**config.mk**
```make
export PLATFORM = sky130hd
export DESIGN_NAME = vga_timing_gen
export DESIGN_NICKNAME = d
export VERILOG_FILES = /design/src/rtl/vga_timing_gen.sv
export SDC_FILE = /design/constraint.sdc
export NUM_CORES = 1
export LEC_CHECK = 0
export ABC_AREA = 1
export CORE_MARGIN = 2
export CORE_UTILIZATION = 45
export CTS_CLUSTER_DIAMETER = 100
export DETAILED_ROUTE_END_ITERATION = 8
export PLACE_DENSITY = 0.79
export REMOVE_ABC_BUFFERS = 1
export SYNTH_ARGS = -nofsm -noshare
export SYNTH_HDL_FRONTEND = slang
export SYNTH_SLANG_ARGS = --single-unit
```
**constraint.sdc**
```tcl
create_clock -name vga_clock -period 1.46 [get_ports vga_clock]
set_input_delay 0.146 -clock vga_clock [delete_from_list [all_inputs] [get_ports vga_clock]]
set_output_delay 0.146 -clock vga_clock [all_outputs]
set_load 0.05 [all_outputs]
```
**src/rtl/vga_timing_gen.sv**
```systemverilog
// Parametrised raster timing generator: counters, active-area coordinates and strobes,
// plus sync/enable outputs delayed LEAD cycles behind the coordinates.
module vga_timing_gen #(
    parameter int H_ACTIVE = 640,
    parameter int H_FP     = 16,
    parameter int H_SYNC   = 96,
    parameter int H_BP     = 48,
    parameter bit H_POL    = 1'b0,
    parameter int V_ACTIVE = 480,
    parameter int V_FP     = 10,
    parameter int V_SYNC   = 2,
    parameter int V_BP     = 33,
    parameter bit V_POL    = 1'b0,
    parameter int CW       = 10,
    parameter int LEAD     = 2,
    parameter int FRAME_W  = 8
) (
    input  logic               vga_clock,
    input  logic               rst,
    output logic               vga_hs,
    output logic               vga_vs,
    output logic               dsp_en,
    output logic [CW-1:0]      vga_x,
    output logic [CW-1:0]      vga_y,
    output logic               line_start,
    output logic               frame_start,
    output logic               end_of_frame,
    output logic               vblank,
    output logic [FRAME_W-1:0] frame_cnt
);

    localparam int H_TOTAL = H_ACTIVE + H_FP + H_SYNC + H_BP;
    localparam int V_TOTAL = V_ACTIVE + V_FP + V_SYNC + V_BP;

    if (H_ACTIVE < 1 || H_FP < 1 || H_SYNC < 1 || H_BP < 1 ||
        V_ACTIVE < 1 || V_FP < 1 || V_SYNC < 1 || V_BP < 1) begin : g_bad_timing
        $error("vga_timing_gen: active/porch/sync parameters must all be >= 1");
    end
    if (LEAD < 0 || LEAD > 15) begin : g_bad_lead
        $error("vga_timing_gen: LEAD must be in 0..15");
    end
    if (CW < 1 || CW > 30 || H_TOTAL > (1 << CW) || V_TOTAL > (1 << CW)) begin : g_bad_cw
        $error("vga_timing_gen: CW too narrow for H_TOTAL-1 / V_TOTAL-1");
    end
    if (FRAME_W < 1) begin : g_bad_fw
        $error("vga_timing_gen: FRAME_W must be >= 1");
    end

    localparam logic [CW-1:0] H_END    = CW'(H_TOTAL - 1);
    localparam logic [CW-1:0] V_END    = CW'(V_TOTAL - 1);
    localparam logic [CW-1:0] H_ACT    = CW'(H_ACTIVE);
    localparam logic [CW-1:0] V_ACT    = CW'(V_ACTIVE);
    localparam logic [CW-1:0] H_LAST   = CW'(H_ACTIVE - 1);
    localparam logic [CW-1:0] V_LAST   = CW'(V_ACTIVE - 1);
    localparam logic [CW-1:0] HS_BEG   = CW'(H_ACTIVE + H_FP);
    localparam logic [CW-1:0] HS_END   = CW'(H_ACTIVE + H_FP + H_SYNC);
    localparam logic [CW-1:0] VS_BEG   = CW'(V_ACTIVE + V_FP);
    localparam logic [CW-1:0] VS_END   = CW'(V_ACTIVE + V_FP + V_SYNC);
    // Delay-line word layout: {de, hs, vs}, with hs/vs already at output polarity.
    localparam logic [2:0]    SYNC_IDLE = {1'b0, ~H_POL, ~V_POL};

    logic [CW-1:0]      h_cnt_q, h_cnt_d;
    logic [CW-1:0]      v_cnt_q, v_cnt_d;
    logic [FRAME_W-1:0] frame_cnt_q, frame_cnt_d;
    logic [CW-1:0]      x_q, y_q;
    logic               line_start_q, frame_start_q, eof_q, vblank_q;
    logic [2:0]         sync_q [0:LEAD];

    logic       h_wrap, v_wrap, h_act, v_act;
    logic       hs_win, vs_win;
    logic [2:0] sync_d;

    always_comb begin
        h_wrap      = (h_cnt_q == H_END);
        v_wrap      = (v_cnt_q == V_END);
        h_act       = (h_cnt_q < H_ACT);
        v_act       = (v_cnt_q < V_ACT);
        hs_win      = (h_cnt_q >= HS_BEG) && (h_cnt_q < HS_END);
        vs_win      = (v_cnt_q >= VS_BEG) && (v_cnt_q < VS_END);
        h_cnt_d     = h_wrap ? '0 : h_cnt_q + 1'b1;
        v_cnt_d     = v_cnt_q;
        if (h_wrap) begin
            v_cnt_d = v_wrap ? '0 : v_cnt_q + 1'b1;
        end
        frame_cnt_d = (h_wrap && v_wrap) ? frame_cnt_q + 1'b1 : frame_cnt_q;
        sync_d      = {h_act && v_act,
                       hs_win ? H_POL : ~H_POL,
                       vs_win ? V_POL : ~V_POL};
    end

    always_ff @(posedge vga_clock) begin
        if (rst) begin
            h_cnt_q       <= '0;
            v_cnt_q       <= '0;
            frame_cnt_q   <= '0;
            x_q           <= '0;
            y_q           <= '0;
            line_start_q  <= 1'b0;
            frame_start_q <= 1'b0;
            eof_q         <= 1'b0;
            vblank_q      <= 1'b0;
            for (int i = 0; i <= LEAD; i++) begin
                sync_q[i] <= SYNC_IDLE;
            end
        end else begin
            h_cnt_q       <= h_cnt_d;
            v_cnt_q       <= v_cnt_d;
            frame_cnt_q   <= frame_cnt_d;
            x_q           <= (h_act && v_act) ? h_cnt_q : '0;
            y_q           <= (h_act && v_act) ? v_cnt_q : '0;
            line_start_q  <= (h_cnt_q == '0) && v_act;
            frame_start_q <= (h_cnt_q == '0) && (v_cnt_q == '0);
            eof_q         <= (h_cnt_q == H_LAST) && (v_cnt_q == V_LAST);
            vblank_q      <= !v_act;
            sync_q[0]     <= sync_d;
            for (int i = 1; i <= LEAD; i++) begin
                sync_q[i] <= sync_q[i-1];
            end
        end
    end

    assign vga_x        = x_q;
    assign vga_y        = y_q;
    assign line_start   = line_start_q;
    assign frame_start  = frame_start_q;
    assign end_of_frame = eof_q;
    assign vblank       = vblank_q;
    assign frame_cnt    = frame_cnt_q;
    assign dsp_en       = sync_q[LEAD][2];
    assign vga_hs       = sync_q[LEAD][1];
    assign vga_vs       = sync_q[LEAD][0];

endmodule

```
==> metrics, run 1 <==
pin count of the biggest net entering global routing 20; Worst Setup SP h_cnt_q[1]$_SDFF_PP0_; Area growth syn-to-layout 35.5%; layout cell share with drive strength beyond 1 26.8%; IO Port Bufs 36; Final Hold Viols 0; Final #Nets 409; first-pass GRT wire length 9.16 mm; Synth top cells by count nand2_1, nor2_1, dfxtp_1, inv_1, nand3_1; EDFF count, synth 0; initial antenna violation count 0; DR iter-0 viols 147; CP Data Required Time 1.74 ns; Total GRT Usage 19.5%; Vias between 2,000 and 2,500; die area a little over 6000 µm²; Worst-path clk slew roughly 0.06 ns; cts bufs inserted 9; final max-slew violation count 0; Worst R2R Start h_cnt_q[1]$_SDFF_PP0_; Max-Cap Viols 0; vias in the first global route 2,161; vias per inst between 4 and 5; # DRC 0; Tcrit/Tclk final 95.3%; io pins 37; Yosys top cell by area dfxtp_1; synth warn 0; count leader, synth nand2_1; DR pass1 iterations 5; worst reg2reg setup slack 0.07 ns; core area 5410 µm²; total power per unit cell area 925 nW/µm²; distinct cell type count of the synthesized netlist 24; htree depth 3; setup TNS 0 ns; starting density of the core a little under half; Synth Flop Type dfxtp_1; Post-DP Area a little over 3000 µm²; crit path launch type flop; final WL 5.70 mm; Hold Path Origin sync_q[0][2]$_SDFF_PP0_; antenna-violating nets left 0; syn avg cell area 7.49 µm²; leak pwr around 1.5 nW; Area contributors post-synth dfxtp_1, nand2_1, nor2_1; worst clock skew approximately 0.0052 ns; ys async rst share 0%; cell area after layout 3360 µm²; die width 78.2 µm; HP Class reg -> reg; post-synthesis sequential area ratio between 40 and 50%; gp weighted congestion 0.910; count of endpoints failing setup in the final report 0; status finished clean; Core Util, Final 62.2%; RSZ-0062 raised after global routing yes; Syn Inst Count 331; Yosys top cell area share between 40% and 50%; Worst-Skew Late Latency around 0.34 ns; row count 27; wire per inst 11.9 µm; # placed instances 460; final std cells w/o fill 478; gr ovfl total 0; peak supply drop about 0.71 mV; WP data arrival 1.67 ns; Synth Register Bits 61; DP HPWL 4.16 mm; chip height 78.2 µm; crit path time final around 1.4 ns; worst-path maximum fanout 8; Antenna diodes 0; TritonCTS Sinks 61; WS Path Type reg -> reg; CP endpoint kind flop; Longest Clk Path Bufs 2; mapped cell area 2480 µm²; CTS tree done; hold_buf cts 0; clock root cell clkbuf_8; f_max 719 MHz
[critical path: stages, from the launching register on]
cell,delay (ns)
dfxtp_2,0.36
ha_4,0.14
nand3_1,0.10
nor2_1,0.15
nand2_2,0.12
buf_6,0.16
nor2_4,0.12
nand2_1,0.08
a21oi_2,0.11
[kinds of logic after synthesis]
group	after synthesis	synth area share (%)
other	1	0.151
buffers and inverters	46	8.17
AO/OA/AOI/OAI	20	4.04
AND/OR/NAND/NOR	192	33.8
XOR/XNOR	6	2.12
adder cells (fa/ha/maj)	5	2.52
flip-flops	61	49.2
[worst paths after layout]
| path | to | cells past startpoint |
|---|---|---|
| setup / recovery | frame_cnt[5]$_SDFFE_PP0P_ | 8 |
| hold / removal | sync_q[0][5]$_SDFF_PP0_ | 2 |
| setup reg to reg | frame_cnt[5]$_SDFFE_PP0P_ | 8 |
| hold reg to reg | sync_q[0][5]$_SDFF_PP0_ | 2 |
[stage by stage]
step                      setup WS [ns]  hold slack [ns]  total power, mW
after floorplan                 -0.0838            0.215             1.82
after global placement          -0.0850            0.393             1.88
after detailed placement         -0.122            0.398             1.89
after CTS                      -0.00704            0.408             3.13
after global routing            -0.0361            0.424             3.23
final                            0.0692            0.405             3.11
[placed cells by master (no fill, tap or decap), types with 3 or more instances in the layout]
master,n
nand2_1,70
nor2_1,66
dfxtp_1,56
buf_4,56
inv_1,38
nand3_1,20
a21oi_1,12
clkbuf_8,10
nand4_1,9
nand2_2,6
buf_12,6
or2_2,5
dfxtp_2,5
xor2_1,4
o21ai_0,4
ha_1,3
clkbuf_1,3
buf_6,3
[flip-flops by register name (all words and copies together), names as in the netlist]
name / cells
frame_start: 1
end_of_frame: 1
vblank: 1
vga_x: 10
v_cnt_q: 10
vga_y: 10
frame_cnt: 8
line_start: 1
h_cnt_q: 10
sync_q: 9
[metal layers]
metal | track usage (%) | wire length (µm) | vias up
li1 | - | - | 1175
met1 | 21.0 | 2350 | 1059
met2 | 33.6 | 2950 | 43
met3 | 5.52 | 276 | 12
met4 | 11.9 | 123 | 0
met5 | 0 | 0 | -
[where the power goes]
| group | internal [mW] | switching (mW) | leakage (nW) |
|---|---|---|---|
| Sequential | 1.69 | 0.0117 | 0.496 |
| Clock | 0.648 | 0.601 | 0.0833 |
| Combinational | 0.0505 | 0.107 | 0.905 |
| Total | 2.39 | 0.720 | 1.48 |
[area by class of cell]
| type | instances | area [µm²] |
|---|---|---|
| clock buffers | 13 | 149 |
| clock inverters | 2 | 10.0 |
| fillers | 479 | 2050 |
| inverters | 40 | 150 |
| multi-input cells | 224 | 1150 |
| flip-flops and latches | 61 | 1230 |
| well taps | 72 | 90.1 |
| repair buffers | 66 | 584 |
[timing repair]
item,4_1_cts,5_1_grt
resized for setup,7,21
setup endpoints to repair,6,20
pin swaps,3,6
setup buffers,1,2
hold endpoints to repair,0,0
(Power assumes the default switching activity.)
==> run 2: changes to the inputs <==
--- a/config.mk
+++ b/config.mk
@@ -6,6 +6,7 @@
 export NUM_CORES = 1
 export LEC_CHECK = 0
 export ABC_AREA = 1
+export CAP_MARGIN = 20
 export CORE_MARGIN = 2
 export CORE_UTILIZATION = 45
 export CTS_CLUSTER_DIAMETER = 100
==> results of run 2 <==
The final DEF is identical to that of run 1; final timing and power are the same.
==> run 3: changes to the inputs <==
--- a/config.mk
+++ b/config.mk
@@ -11,7 +11,9 @@
 export CORE_UTILIZATION = 45
 export CTS_CLUSTER_DIAMETER = 100
 export DETAILED_ROUTE_END_ITERATION = 8
-export PLACE_DENSITY = 0.79
+export DONT_BUFFER_PORTS = 1
+export GPL_TIMING_DRIVEN = 0
+export PLACE_DENSITY = 0.71
 export REMOVE_ABC_BUFFERS = 1
 export SYNTH_ARGS = -nofsm -noshare
 export SYNTH_HDL_FRONTEND = slang
==> metrics, run 3 (synthesis results as in run 1) <==
layout cell share with drive strength beyond 1 approximately 23%; worst hold margin -0.132 ns; Worst-Margin Slew 0.564 ns; failing checks negative hold slack; HP Class in -> reg; Worst-Skew Late Latency 0.34 ns; wire per inst 12.9 µm; final max-slew violation count 0; RSZ-0062 raised after global routing yes; Worst-path clk slew 0.06 ns; DR pass1 iterations 4; # DRC 0; crit path launch type flop; f_max 708 MHz; vias per inst 4.96; Final Hold Viols 17; die area 6120 µm²; io pins 37; Antenna diodes 0; DR iter-0 viols 158; vias in the first global route 1,934; Core Util, Final approximately 56%; Tcrit/Tclk final 96.7%; CP Data Required Time 1.72 ns; most used cell, CP nor2_4; CTS tree done; count of endpoints failing setup in the final report 0; TritonCTS Sinks 61; first-pass GRT wire length 8.63 mm; Critical-path top delay cell dfxtp_2; pin count of the biggest net entering global routing 23; cts bufs inserted 9; DP HPWL 3.42 mm; total power per unit cell area 1050 nW/µm²; final WL 5.58 mm; initial antenna violation count 0; worst clock skew ~0.0043 ns; Rel. slew slack 62.4%; WS Path Type reg -> reg; starting density of the core between 40% and 50%; worst-path cell chain ha_4 -> nand3_4 -> nor2_4 -> nand2_4 -> buf_4 -> nor2_4 -> nand2_1 -> a21oi_1; hold_buf cts 6; Vias 2,137; leak pwr 1.24 nW; Longest Clk Path Bufs 2; gr ovfl total 0; CP max stage delay 0.35 ns; # placed instances just under 400; antenna-violating nets left 0; gp weighted congestion 0.899; IO Port Bufs 0; core area 5410 µm²; Final #Nets 362; htree depth 3; Worst Setup SP h_cnt_q[1]$_SDFF_PP0_; CP endpoint kind flop; commonest non-fill, non-tap cell in the layout nand2_1; peak supply drop 0.550 mV; clock root cell clkbuf_8; die width ~80 µm; Max-Cap Viols 0; WP data arrival 1.67 ns; crit path time final 1.41 ns; Worst R2R Start h_cnt_q[1]$_SDFF_PP0_; Post-DP Area around 2500 µm²; commonest non-fill, non-tap cells in the layout nand2_1, nor2_1, dfxtp_1; cell area after layout ~3000 µm²; Area growth syn-to-layout 22.4%; row count 27; worst-path maximum fanout 7; Hold Path Origin rst; chip height around 80 µm; status finished, violations left; final std cells w/o fill 431; Total GRT Usage between 10% and 20%
==> run 3: final cells by class <==
class,instances,area [µm²]
clock buffers,9,124
multi-input cells,224,1200
inverters,40,150
fillers,476,2370
clock inverters,6,55.1
repair buffers,19,170
well taps,72,90.1
flip-flops and latches,61,1250
==> run 3: routing by layer <==
layer / vias up / track usage, % / wire length, µm
met5: - / 0 / 0
met4: 0 / 9.82 / 107
met3: 9 / 7.70 / 406
met2: 57 / 27.2 / 2630
met1: 987 / 21.8 / 2430
li1: 1084 / - / -
==> run 3: per-stage QoR <==
step | total power, mW | setup WS [ns] | TNS (ns)
after floorplan | 1.82 | -0.0838 | -0.317
after global placement | 1.84 | -0.384 | -11.94
after detailed placement | 1.84 | -0.455 | -13.49
after CTS | 3.23 | 0.00376 | 0
after global routing | 3.32 | -0.0866 | -0.441
final | 3.20 | 0.0478 | 0
==> run 3: repair_timing <==
item	CTS	global route
buffers inserted	6	7
pin swaps	4	5
resized for setup	30	26
endpoints found under the hold margin	23	16
setup endpoints to repair	48	39
==> run 3: final timing paths <==
kind,end,slack (ns),depth (start not counted)
max reg2reg,frame_cnt[6]$_SDFFE_PP0P_,0.05,8
min,frame_cnt[3]$_SDFFE_PP0P_,-0.13,1
max,frame_cnt[6]$_SDFFE_PP0P_,0.05,8
min reg2reg,v_cnt_q[0]$_SDFFE_PP0N_,0.49,2
==> run 3: critical path, delay by kind of cell (launching register included) <==
family / cells / cell delay [ns]
simple gates: 5 / 0.55
flops: 1 / 0.35
fa+ha+maj: 1 / 0.16
buf+inv: 1 / 0.16
compound gates: 1 / 0.12
==> run 3: where the power goes <==
| group | switching (mW) | internal, mW |
|---|---|---|
| registers | 0.0591 | 1.68 |
| clock network | 0.615 | 0.762 |
| logic | 0.0493 | 0.0305 |
